### src/rtl/imm_pack_loader_pkg.sv
// Shared definitions for the immediate packing loader: immediate-type and
// state encodings plus the per-type immediate bit masks.
package imm_pack_loader_pkg;

    typedef enum logic [1:0] {
        I_TYPE = 2'b00,
        S_TYPE = 2'b01,
        B_TYPE = 2'b10,
        J_TYPE = 2'b11
    } imm_src_e;

    typedef enum logic [1:0] {
        ST_IDLE = 2'b00,
        ST_LOAD = 2'b01,
        ST_DONE = 2'b10
    } state_e;

    // Bit positions occupied by the immediate in each instruction format
    localparam logic [31:0] I_MASK = 32'hFFF0_0000;
    localparam logic [31:0] S_MASK = 32'hFE00_0F80;
    localparam logic [31:0] B_MASK = 32'hFE00_0F80;
    localparam logic [31:0] J_MASK = 32'hFFFF_F000;

    function automatic logic [31:0] imm_mask(input imm_src_e src);
        logic [31:0] m;
        case (src)
            I_TYPE:  m = I_MASK;
            S_TYPE:  m = S_MASK;
            B_TYPE:  m = B_MASK;
            default: m = J_MASK;
        endcase
        return m;
    endfunction

endpackage

### src/rtl/imm_pack_loader_imm_pack.sv
// Combinational packer: inserts a signed immediate into the I/S/B/J fields
// of a base instruction word and flags whether the value is encodable.
module imm_pack
    import imm_pack_loader_pkg::*;
(
    input  logic [31:0] base_word,
    input  logic [31:0] imm,
    input  logic [1:0]  imm_src,
    output logic [31:0] word,
    output logic        legal
);

    imm_src_e    src;
    logic [31:0] field;
    logic        fits_12;
    logic        fits_13;
    logic        fits_21;

    assign src = imm_src_e'(imm_src);

    // A value fits in N signed bits when every bit above N-1 matches the sign
    assign fits_12 = (&imm[31:11]) | ~(|imm[31:11]);
    assign fits_13 = (&imm[31:12]) | ~(|imm[31:12]);
    assign fits_21 = (&imm[31:20]) | ~(|imm[31:20]);

    always_comb begin
        field = '0;
        legal = 1'b0;
        case (src)
            I_TYPE: begin
                field[31:20] = imm[11:0];
                legal        = fits_12;
            end
            S_TYPE: begin
                field[31:25] = imm[11:5];
                field[11:7]  = imm[4:0];
                legal        = fits_12;
            end
            B_TYPE: begin
                field[31]    = imm[12];
                field[30:25] = imm[10:5];
                field[11:8]  = imm[4:1];
                field[7]     = imm[11];
                legal        = fits_13 & ~imm[0];
            end
            default: begin
                field[31]    = imm[20];
                field[30:21] = imm[10:1];
                field[20]    = imm[11];
                field[19:12] = imm[19:12];
                legal        = fits_21 & ~imm[0];
            end
        endcase
    end

    assign word = (base_word & ~imm_mask(src)) | field;

endmodule

### src/rtl/imm_pack_loader.sv
// Streaming loader: accepts (base_word, imm, type) beats, packs legal ones and
// writes them to consecutive instruction-memory slots, tallying rejected beats.
module imm_pack_loader
    import imm_pack_loader_pkg::*;
#(
    parameter int ADDR_W = 10,
    parameter int CNT_W  = 10
) (
    input  logic              clk,
    input  logic              rst_n,
    input  logic              start,
    input  logic [ADDR_W-1:0] base_addr,
    input  logic [CNT_W-1:0]  count,
    input  logic              in_valid,
    output logic              in_ready,
    input  logic [1:0]        imm_src,
    input  logic [31:0]       imm,
    input  logic [31:0]       base_word,
    output logic              mem_we,
    output logic [ADDR_W-1:0] mem_addr,
    output logic [31:0]       mem_wdata,
    output logic              busy,
    output logic              done,
    output logic              err,
    output logic [CNT_W-1:0]  err_cnt,
    output logic [ADDR_W-1:0] err_addr
);

    state_e            state_reg;
    logic [ADDR_W-1:0] ptr_reg;
    logic [CNT_W-1:0]  remaining_reg;
    logic              in_ready_reg;
    logic              mem_we_reg;
    logic [ADDR_W-1:0] mem_addr_reg;
    logic [31:0]       mem_wdata_reg;
    logic              busy_reg;
    logic              done_reg;
    logic              err_reg;
    logic [CNT_W-1:0]  err_cnt_reg;
    logic [ADDR_W-1:0] err_addr_reg;

    logic [31:0]       packed_word;
    logic              packed_legal;
    logic              handshake;

    imm_pack u_imm_pack (
        .base_word (base_word),
        .imm       (imm),
        .imm_src   (imm_src),
        .word      (packed_word),
        .legal     (packed_legal)
    );

    assign handshake = in_valid && in_ready_reg;

    always_ff @(posedge clk) begin
        if (!rst_n) begin
            state_reg     <= ST_IDLE;
            ptr_reg       <= '0;
            remaining_reg <= '0;
            in_ready_reg  <= 1'b0;
            mem_we_reg    <= 1'b0;
            mem_addr_reg  <= '0;
            mem_wdata_reg <= '0;
            busy_reg      <= 1'b0;
            done_reg      <= 1'b0;
            err_reg       <= 1'b0;
            err_cnt_reg   <= '0;
            err_addr_reg  <= '0;
        end else begin
            mem_we_reg <= 1'b0;
            done_reg   <= 1'b0;
            // busy stays up through the done pulse and drops with it
            if (done_reg) begin
                busy_reg <= 1'b0;
            end
            case (state_reg)
                ST_IDLE: begin
                    if (start) begin
                        busy_reg      <= 1'b1;
                        err_reg       <= 1'b0;
                        err_cnt_reg   <= '0;
                        ptr_reg       <= base_addr;
                        remaining_reg <= count;
                        if (count == '0) begin
                            state_reg <= ST_DONE;
                        end else begin
                            state_reg    <= ST_LOAD;
                            in_ready_reg <= 1'b1;
                        end
                    end
                end
                ST_LOAD: begin
                    if (handshake) begin
                        // The pointer advances on rejected beats too, keeping slots 1:1 with beats
                        ptr_reg       <= ptr_reg + 1'b1;
                        remaining_reg <= remaining_reg - 1'b1;
                        if (packed_legal) begin
                            mem_we_reg    <= 1'b1;
                            mem_addr_reg  <= ptr_reg;
                            mem_wdata_reg <= packed_word;
                        end else begin
                            err_reg <= 1'b1;
                            if (err_cnt_reg != {CNT_W{1'b1}}) begin
                                err_cnt_reg <= err_cnt_reg + 1'b1;
                            end
                            if (!err_reg) begin
                                err_addr_reg <= ptr_reg;
                            end
                        end
                        if (remaining_reg == CNT_W'(1)) begin
                            state_reg    <= ST_DONE;
                            in_ready_reg <= 1'b0;
                        end
                    end
                end
                ST_DONE: begin
                    done_reg  <= 1'b1;
                    state_reg <= ST_IDLE;
                end
                default: begin
                    state_reg    <= ST_IDLE;
                    in_ready_reg <= 1'b0;
                end
            endcase
        end
    end

    assign in_ready  = in_ready_reg;
    assign mem_we    = mem_we_reg;
    assign mem_addr  = mem_addr_reg;
    assign mem_wdata = mem_wdata_reg;
    assign busy      = busy_reg;
    assign done      = done_reg;
    assign err       = err_reg;
    assign err_cnt   = err_cnt_reg;
    assign err_addr  = err_addr_reg;

endmodule

### config.mk
export PLATFORM = sky130hd
export DESIGN_NAME = imm_pack_loader
export DESIGN_NICKNAME = d
export VERILOG_FILES = /design/src/rtl/imm_pack_loader_pkg.sv /design/src/rtl/imm_pack_loader_imm_pack.sv /design/src/rtl/imm_pack_loader.sv
export SDC_FILE = /design/constraint.sdc
export NUM_CORES = 1
export LEC_CHECK = 0
export BUFFER_PORTS_ARGS = -buffer_cell sky130_fd_sc_hd__buf_4
export CAP_MARGIN = 15
export CELL_PAD_IN_SITES_DETAIL_PLACEMENT = 0
export CELL_PAD_IN_SITES_GLOBAL_PLACEMENT = 1
export CORE_ASPECT_RATIO = 0.6
export CORE_MARGIN = 3
export CORE_UTILIZATION = 38
export CTS_CLUSTER_SIZE = 28
export DETAILED_ROUTE_END_ITERATION = 16
export HOLD_SLACK_MARGIN = 0.08
export PLACE_DENSITY = 0.92
export SLEW_MARGIN = 40
export SYNTH_ARGS = -nofsm -noshare
export SYNTH_HDL_FRONTEND = slang
export SYNTH_SLANG_ARGS = --single-unit
### constraint.sdc
create_clock -name clk -period 3.2 [get_ports clk]
set_input_delay 0.64 -clock clk [delete_from_list [all_inputs] [get_ports clk]]
set_output_delay 0.64 -clock clk [all_outputs]
set_load 0.01 [all_outputs]
* Yosys cells after proc, flatten, opt, wreduce, memory -nomap -nowiden
Index checks and enable logic that the tools add are counted.
** Storage, ports and cells
- Flip-flop bits (word level) :: 89
- Input bits :: 90
- Output and inout port bits :: 67
- Word-level logic and storage cells :: 100
** Operators by class
- $add $sub $neg :: 3
- Equal/unequal tests :: 12
- Multiplexer cells :: 36
- Bitwise gates (word level) :: 15
- Reductions and logical operators :: 22
** Operators by type and width (number)
- two-way mux 10 bit :: 8
- case mux 10 bit (2 select lines) :: 3
- case mux 25 bit (2 select lines) :: 1
- AND 32 bit :: 1
- inverter 32 bit :: 1
- bitwise OR 32 bit :: 1
- AND reduction 21 bit :: 1
- OR reduction 21 bit :: 1
- adder 10 x 1 -> 10 bit, second input constant :: 2
- case mux 5 bit (2 select lines) :: 2
- AND reduction 20 bit :: 1
- OR reduction 20 bit :: 1
- case mux 7 bit (2 select lines) :: 1
- two-way mux 1 bit :: 12
- != test 2 bit, second input constant :: 6
- AND reduction 12 bit :: 1
- AND reduction 3 bit :: 4
- OR reduction 12 bit :: 1
- == test 10 x 1 -> 1 bit, second input constant :: 1
- logical NOT 10 bit :: 1
- != test 10 bit, second input constant :: 1
- AND reduction 5 bit :: 2
- subtractor 10 x 1 -> 10 bit, second input constant :: 1
- two-way mux 2 bit :: 4
- other kinds (15) :: 30

* Depth between registers and ports, before layout
Gate-level depths: netlist of the first run.
- Depth after elaboration :: 8
- Mapped depth :: 10
- Depth with buffers taken out :: 8

* Cells and area by module
Synthesis of the first run repeated with hierarchy kept, for this count alone.
** Second synthesis, totals
- Cells, all modules :: 558
- Area total of the unflattened synthesis :: 4491.8 sq um
** By module, submodules not included
- imm_pack_loader :: times used 1, cells an instance 474, area an instance 3916.3 sq um, sequential area each 1781.7 sq um
- imm_pack :: times used 1, cells an instance 84, area an instance 575.6 sq um, sequential area each 0.0 sq um

* Worst setup path after synthesis of the first run
No wires, ideal clock.
- Kind :: in2reg
- Start point :: input imm_src[0]
- End point :: register err_cnt_reg[3], in the netlist err_cnt[3]
- Library setup time :: 0.088 ns
- Arrival :: 2.275 ns
- Data required time :: 3.112 ns
- Path slack :: 0.836 ns
- Stages :: 9
- Buffers on the path :: 1
- Cell sequence :: inv_1 > ha_1 > or3b_1 > nor4bb_4 > a22oi_4 > and2_4 > buf_8 > nand3_4 > o32ai_2
** On the way
- Word-level cells in the longest chain between the ends :: 5
- Elaborated cells on any way between the ends :: 7
- Those cells by class :: eq/ne (3); mux (1); reduce/logical (3)
** RTL lines
- start: declaration :: RTL line imm_pack_loader.sv:16 : input logic [1:0] imm_src,
- == test 2 x 1 -> 1 bit or logical NOT 2 bit (tied branches) :: RTL line imm_pack_loader_imm_pack.sv:29 : case (src)
- OR reduction 2 bit (no source line)
- case mux 1 bit (2 select lines) * :: RTL line imm_pack_loader_imm_pack.sv:29
- != test 2 bit (no source line) *
- AND reduction 5 bit (no source line) *
- end signal: assignment :: RTL line imm_pack_loader.sv:105 : err_cnt_reg <= err_cnt_reg + 1'b1;
- end: declaration :: RTL line imm_pack_loader.sv:39 : logic [CNT_W-1:0] err_cnt_reg;
Mark *: on every way between the ends. The rest lies on a longest branch, timed or not.
A chain may end at the register's enable or synchronous reset.

* Worst setup path after layout of the first run
- Start point :: register state_reg[0]
- End point :: register ptr_reg[2]
** On the way
- Word-level cells in the longest chain between the ends :: 3
- Elaborated cells on any way between the ends :: 7
- Those cells by class :: eq/ne (3); mux (1); reduce/logical (3)
** RTL lines
- start: declaration :: RTL line imm_pack_loader.sv:29 : state_e state_reg;
- start signal: assignment :: RTL line imm_pack_loader.sv:58 : state_reg <= ST_IDLE;
- start signal: assignment :: RTL line imm_pack_loader.sv:86 : state_reg <= ST_DONE;
- start signal: assignment :: RTL line imm_pack_loader.sv:88 : state_reg <= ST_LOAD;
- == test 2 x 1 -> 1 bit or logical NOT 2 bit (tied branches) :: RTL line imm_pack_loader.sv:77 : case (state_reg)
- != test 2 bit (no source line) or nonzero test 2 bit (tied branches)
- AND reduction 3 bit (no source line)
- end signal: assignment :: RTL line imm_pack_loader.sv:83 : ptr_reg <= base_addr;
- end signal: assignment :: RTL line imm_pack_loader.sv:96 : ptr_reg <= ptr_reg + 1'b1;
- end: declaration :: RTL line imm_pack_loader.sv:30 : logic [ADDR_W-1:0] ptr_reg;
Several ways; a longest one is shown, not always the timed one.

==> qor.txt, run 1 <==
DIE WIDTH: 143 um
DRT Pass-1 Iters: 5
Initial antenna violation count: 0
EDFF count, synth: 0
Final Setup Violations: 0
Layout Nets: 746
Critical Path RT: 3410 ps
Seq/Total Area, Yosys: 41.6%
Post-Syn Area: 4280 sq um
Ratio of cells with drive above 1 in the final layout: 29.1%
Die Y-Extent: 88.2 um
Iteration-0 DRC Markers: 273
Worst clock skew: 6.59 ps
Hold_sp: mem_addr[1]
Post-CTS setup buffers: 0
Area grow syn2layout: 34.4%
CTS tree: built
Fin Hold WS: 460 ps
GP Congestion: 0.858
Slew @ Worst Pin: 776 ps
Max reg flops: 32
Post-Syn Nets: 611
Total track usage: 20.1%
Setup crit end kind: flop
Post-synth cell types: 59
Power per cell area: 446 nW/um^2
Number of remaining DRC errors: 0
H-tree depth: 3
Worst path cell trace: and2b_1, nand3_1, nand2_1, o21ai_0, a221oi_1, nor2_1
Die area: 12600 sq um
Predominant post-synthesis flop cell: dfxtp_1
Yosys warnings: 0
FF-to-FF path depth: 6
R2R Path End: ptr_reg[2]
I/O pin count: 157
First-pass GRT wire length: 20200 um
Reg-to-Reg Start: state_reg[0]
Commonest non-fill, non-tap cell in the layout: buf_4
Hold crit path type: flop to flop
Fin crit share: 76.2%
Maximum VDD drop: 0.000246 V
Max-Cap Viols: 0
Starting Density: 39.7%
Row count: 29
Synth Register Bits: 89
Crit path kind: flop to flop
Crit-path max FO: 20
Family with the most delay on the worst path: simple AND/OR/NAND/NOR gates
Leakage power: 2.40 nW
Hold depth: 2
Crit path buffers/inverters: 0
Unrepaired setup endpoints after global routing: no
End of the worst hold path: mem_addr[1]
Crit start category: flop
Max incr delay on CP: 590 ps
DP Area: 5450 sq um
DPL Wire Length: 9720 um
FMAX: 0.410 GHz
Internal reg-to-reg setup slack: 760 ps
Largest net degree at the start of global routing: 82
Fin crit period: 2440 ps
Core area: 10800 sq um
Num CTS Buffers: 9
Routed vias: 4312
Slew Viols, Final: 0
Via density: 5.44
Setup TNS: 0 ps
Mean Syn Cell Area: 8.34 sq um
DRT antenna net count: 0
Worst EP arrival: 2650 ps
WL per Instance: 16.2 um
Worst-skew pair later-pin latency: 340 ps
Hold Violations, Final: 0
Clk sink count: 89
Crit-path slowest cell: nand2_1
Post-Synthesis Cells: 513
Post-cts hold buffer count: 0
DRT Wirelength: 12800 um
Status: completed
Post-cts sizing count: 0
Clock Pin Slew Worst Setup and Hold Paths: 60 ps
CTS root buf: clkbuf_16
Vias in the first global route: 3897
Buffer depth of the longest clock path: 2
Number of diodes: 0
Commonest cells after routing, fill and taps aside: buf_4 (157), dfxtp_1 (89), nand2_1 (68)
Worst slew margin: 48.2%
Async S/R FF share, synth: 0%
Grt ovf: 0
Final instance area: 5750 sq um
Port bufs: 149
## cell usage after synthesis (4+ instances only)
library cell  number  area, sq um
nand4_1            7         43.8
a211oi_1          20          150
a21oi_1           24          120
nor4_1             7         43.8
a22oi_1            5         37.5
nand3_1           38          190
buf_1              4         15.0
nand2b_1           6         37.5
a221oi_1           5         43.8
or3_1              5         31.3
nor3_1            12         60.1
dfxtp_1           89         1780
buf_2              5         25.0
nand2_1           68          255
nor2b_1            4         25.0
a31oi_1            6         37.5
buf_6              6         67.6
ha_1               8          100
nor2_1            49          184
and3_1             4         25.0
mux2i_1           18          180
o211ai_1           5         37.5
o21ai_0           49          245
clkbuf_1          17         63.8
nor3b_1            6         45.0
inv_1              4         15.0
## area by class of cell
type / instances / area (sq um)
fillers: 1039 / 5020
multi-input cells: 386 / 2300
flip-flops and latches: 89 / 1780
repair buffers: 157 / 1180
clock buffers: 9 / 225
well taps: 139 / 174
clock inverters: 7 / 75.1
inverters: 5 / 18.8
## tightest hold or removal path, stage by stage (launching register included)
cell and delay [ps]:
dfxtp_1 310, nand2_1 50, o21ai_0 60
## how the worst max path moves through the flow
stage                 start       endpoint  slack [ps]  cells past startpoint
2_1_floorplan    imm_src[0]     err_cnt[3]         840                      9
3_3_place_gp     imm_src[0]  mem_wdata[14]         560                     10
3_5_place_dp     imm_src[0]  mem_wdata[23]         450                     10
4_1_cts        state_reg[0]     ptr_reg[2]         800                      6
5_1_grt        state_reg[0]     ptr_reg[5]         450                      6
6_report       state_reg[0]     ptr_reg[2]         760                      6
## metal layers
metal  vias to the layer above  GRT usage, %  wire, um
li1                       2138             -         -
met1                      2015          29.8      6410
met2                       152          30.2      5400
met3                         7          4.70       982
met4                         0          3.80        59
met5                         -             0         0
## where the power goes
| part | switching, W | internal (W) |
|---|---|---|
| sequential | 0.0000300 | 0.00113 |
| clock | 0.000460 | 0.000614 |
| combinational | 0.000180 | 0.000149 |
## logic make-up after synthesis
family	after synthesis	share of synthesized area, %
multiplexers	18	4.21
AND/OR/NAND/NOR	221	25.4
AO/OA/AOI/OAI	138	21.4
XOR/XNOR	1	0.205
buffers and inverters	38	4.79
adder cells (fa/ha/maj)	8	2.34
flip-flops	89	41.6
## per-stage QoR
step	utilization [%]	cells	setup WS, ps	total power (W)
floorplan	-	513	836	0.00136
global placement	50.6	776	556	0.00150
detailed placement	50.6	776	448	0.00151
CTS	53.4	792	798	0.00258
global route	53.4	792	446	0.00268
finish	53.4	792	761	0.00256
Power figures use the tool's default switching activity.
==> inputs of run 2 (changes only) <==
--- a/config.mk
+++ b/config.mk
@@ -11,11 +11,11 @@
 export CELL_PAD_IN_SITES_GLOBAL_PLACEMENT = 1
 export CORE_ASPECT_RATIO = 0.6
 export CORE_MARGIN = 3
-export CORE_UTILIZATION = 38
+export CORE_UTILIZATION = 32
 export CTS_CLUSTER_SIZE = 28
 export DETAILED_ROUTE_END_ITERATION = 16
 export HOLD_SLACK_MARGIN = 0.08
-export PLACE_DENSITY = 0.92
+export PLACE_DENSITY = 0.83
 export SLEW_MARGIN = 40
 export SYNTH_ARGS = -nofsm -noshare
 export SYNTH_HDL_FRONTEND = slang
==> constraint.sdc (replaced) <==
create_clock -name clk -period 2 [get_ports clk]
set_input_delay 0.4 -clock clk [delete_from_list [all_inputs] [get_ports clk]]
set_output_delay 0.4 -clock clk [all_outputs]
set_load 0.01 [all_outputs]
==> qor.txt, run 2 (synthesized netlist as in run 1, its figures left out) <==
Critical Path RT: 2230 ps (-1180 ps)
DRT antenna net count: 0 (unchanged)
Fin crit share: 96.8%
Initial antenna violation count: 0 (unchanged)
Via density: 5.30 (-2.7%)
Metal-1 WL: 6730 um (+5.1%)
Layout Nets: 779 (+4.4%)
Non-Filler Instances: 854 (+7.8%)
Hold depth: 3 (+1)
Final Setup Violations: 0 (unchanged)
Switch share: 26.1% (+0.055 points)
R2R Path End: err_cnt[9]
Clk sink count: 89 (unchanged)
Number of diodes: 0 (unchanged)
Die Y-Extent: 95.6 um (+8.4%)
I/O pin count: 157 (unchanged)
FF-to-FF path depth: 7 (+1)
Largest net degree at the start of global routing: 45 (-45%)
Flop pwr share: 47.1% (+1.8 points)
Ratio of cells with drive above 1 in the final layout: 34.8% (+5.7 points)
Starting Density: 33.0% (-6.7 points)
Worst Setup SP: imm_src[1]
Placed cells: 834 (+7.5%)
Max-Cap Viols: 0 (unchanged)
Setup crit end kind: flop
Routed vias: 4526 (+5.0%)
Top layer in use: met4
Reg-to-Reg Start: err_cnt[0]
Clock Pin Slew Worst Setup and Hold Paths: 60 ps (about the same)
Total track usage: 18.3% (-1.8 points)
Worst clock skew: 4.30 ps (-2.29 ps)
GP Congestion: 0.871 (+1.6%)
DR WL met2: 6060 um (+12%)
Maximum VDD drop: 0.000372 V (+51%)
Met3 WL: 1100 um (+12%)
DIE WIDTH: 155 um (+8.6%)
CTS root buf: clkbuf_16
Internal power: 0.00292 W (+54%)
Leakage power: 2.59 nW (+8.0%)
Logic pwr share: 15.0% (+2.2 points)
H-tree depth: 3 (unchanged)
Fin crit period: 1940 ps
DRT Pass-1 Iters: 5 (unchanged)
Slew Viols, Final: 0 (unchanged)
Worst setup path end: mem_addr[5]
Area grow syn2layout: 45.2%
Max reg flops: 32 (unchanged)
Status: completed
Post-cts hold buffer count: 0 (unchanged)
Vias in the first global route: 4325 (+11%)
Slew @ Worst Pin: 482 ps (-294 ps)
Hold Violations, Final: 0 (unchanged)
Grt ovf: 0 (unchanged)
Row count: 32 (+10%)
NetSw: 0.00103 W (+54%)
DPL Wire Length: 10300 um (+6.3%)
Commonest non-fill, non-tap cell in the layout: buf_4
Crit-path max FO: 16 (-20%)
Num CTS Buffers: 9 (unchanged)
Power Total: 0.00395 W (+54%)
Number of remaining DRC errors: 0 (unchanged)
Unrepaired setup endpoints after global routing: yes
Crit path kind: primary input to flop
FMAX: 0.516 GHz
DRT Wirelength: 14000 um (+9.0%)
Iteration-0 DRC Markers: 388 (+42%)
Power per cell area: 636 nW/um^2 (+43%)
Worst-skew pair later-pin latency: 340 ps (about the same)
Internal reg-to-reg setup slack: 150 ps (-610 ps)
Port bufs: 149 (unchanged)
Hold crit path type: primary input to flop
WL per Instance: 16.4 um (+1.1%)
Core area: 13000 sq um (+20%)
Worst slew margin: 67.8% (+20 points)
Commonest cells after routing, fill and taps aside: buf_4 (180), dfxtp_1 (89), nand2_1 (68)
CTS tree: built
First-pass GRT wire length: 21800 um (+8.0%)
Worst EP arrival: 2170 ps (-480 ps)
Die area: 14800 sq um (+18%)
Crit start category: primary input
Clock network power share: 37.9% (-4.0 points)
Buffer depth of the longest clock path: 2 (unchanged)
-- run 2: cell count changes in the layout (fill, tap and decap cells not counted), sizes merged --
| cell | before | now |
|---|---|---|
| clkinvlp | 0 | 1 |
| bufinv | 1 | 0 |
| clkinv | 3 | 4 |
| inv | 8 | 4 |
| clkbuf | 9 | 12 |
| buf | 157 | 188 |
-- run 2: worst min-delay path by stage --
stage,start,end,slack [ps]
after CTS,imm[7],mem_wdata[27],270
after floorplan,remaining_reg[6],remaining_reg[6],440
after detailed placement,mem_addr[8],mem_addr[8],460
after global routing,base_word[6],mem_wdata[6],270
final,base_word[6],mem_wdata[6],280
after global placement,mem_wdata[7],mem_wdata[7],440
-- run 2: routing by layer --
layer | GRT usage [%] | vias up
met5 | 0 | -
met4 | 4.08 | 0
met3 | 6.12 | 17
met2 | 28.3 | 165
met1 | 25.0 | 2139
li1 | - | 2205
-- run 2: final cells by class --
class,instances,area [sq um]
Inverter,5,38.8
Tap cell,170,213
Sequential cell,89,1780
Timing Repair Buffer,190,1540
Clock inverter,4,22.5
Multi-Input combinational cell,386,2390
Fill cell,1247,6760
Clock buffer,10,229
-- run 2: worst max-delay path, stage by stage --
cell       delay [ps]
buf_12            100
inv_12             30
ha_4              160
or3b_4            400
nor4bb_4          170
a22oi_4           310
a21oi_4           130
buf_6             160
clkbuf_16         170
nand3_2            80
o21ai_2            50
-- run 2: through the flow --
stage | setup TNS (ps) | setup slack [ps] | utilization, % | instance area [sq um] | hold slack (ps)
2_1_floorplan | -13.7 | -13.7 | - | 4320 | 440
3_3_place_gp | -13750 | -285 | 44.6 | 5780 | 440
3_5_place_dp | -15390 | -363 | 44.6 | 5780 | 457
4_1_cts | 0 | 9.22 | 46.6 | 6040 | 267
5_1_grt | -3.49 | -2.09 | 47.9 | 6220 | 273
6_report | 0 | 63.6 | 47.9 | 6220 | 281
-- run 2: power by group through the flow --
stage / Clock (W) / Combinational [W] / Sequential, W
6_report: 0.00150 / 0.000593 / 0.00186
5_1_grt: 0.00161 / 0.000652 / 0.00187
4_1_cts: 0.00154 / 0.000575 / 0.00186
3_5_place_dp: 0 / 0.000571 / 0.00190
3_3_place_gp: 0 / 0.000555 / 0.00190
2_1_floorplan: 0 / 0.000296 / 0.00189
-- run 2: timing repair --
action | in CTS | in global routing
pin swaps | 1 | 6
resized for setup | 0 | 36
setup buffers | 1 | 3
setup endpoints to repair | 1 | 43
hold endpoints to repair | 0 | 0
gates cloned | 0 | 2
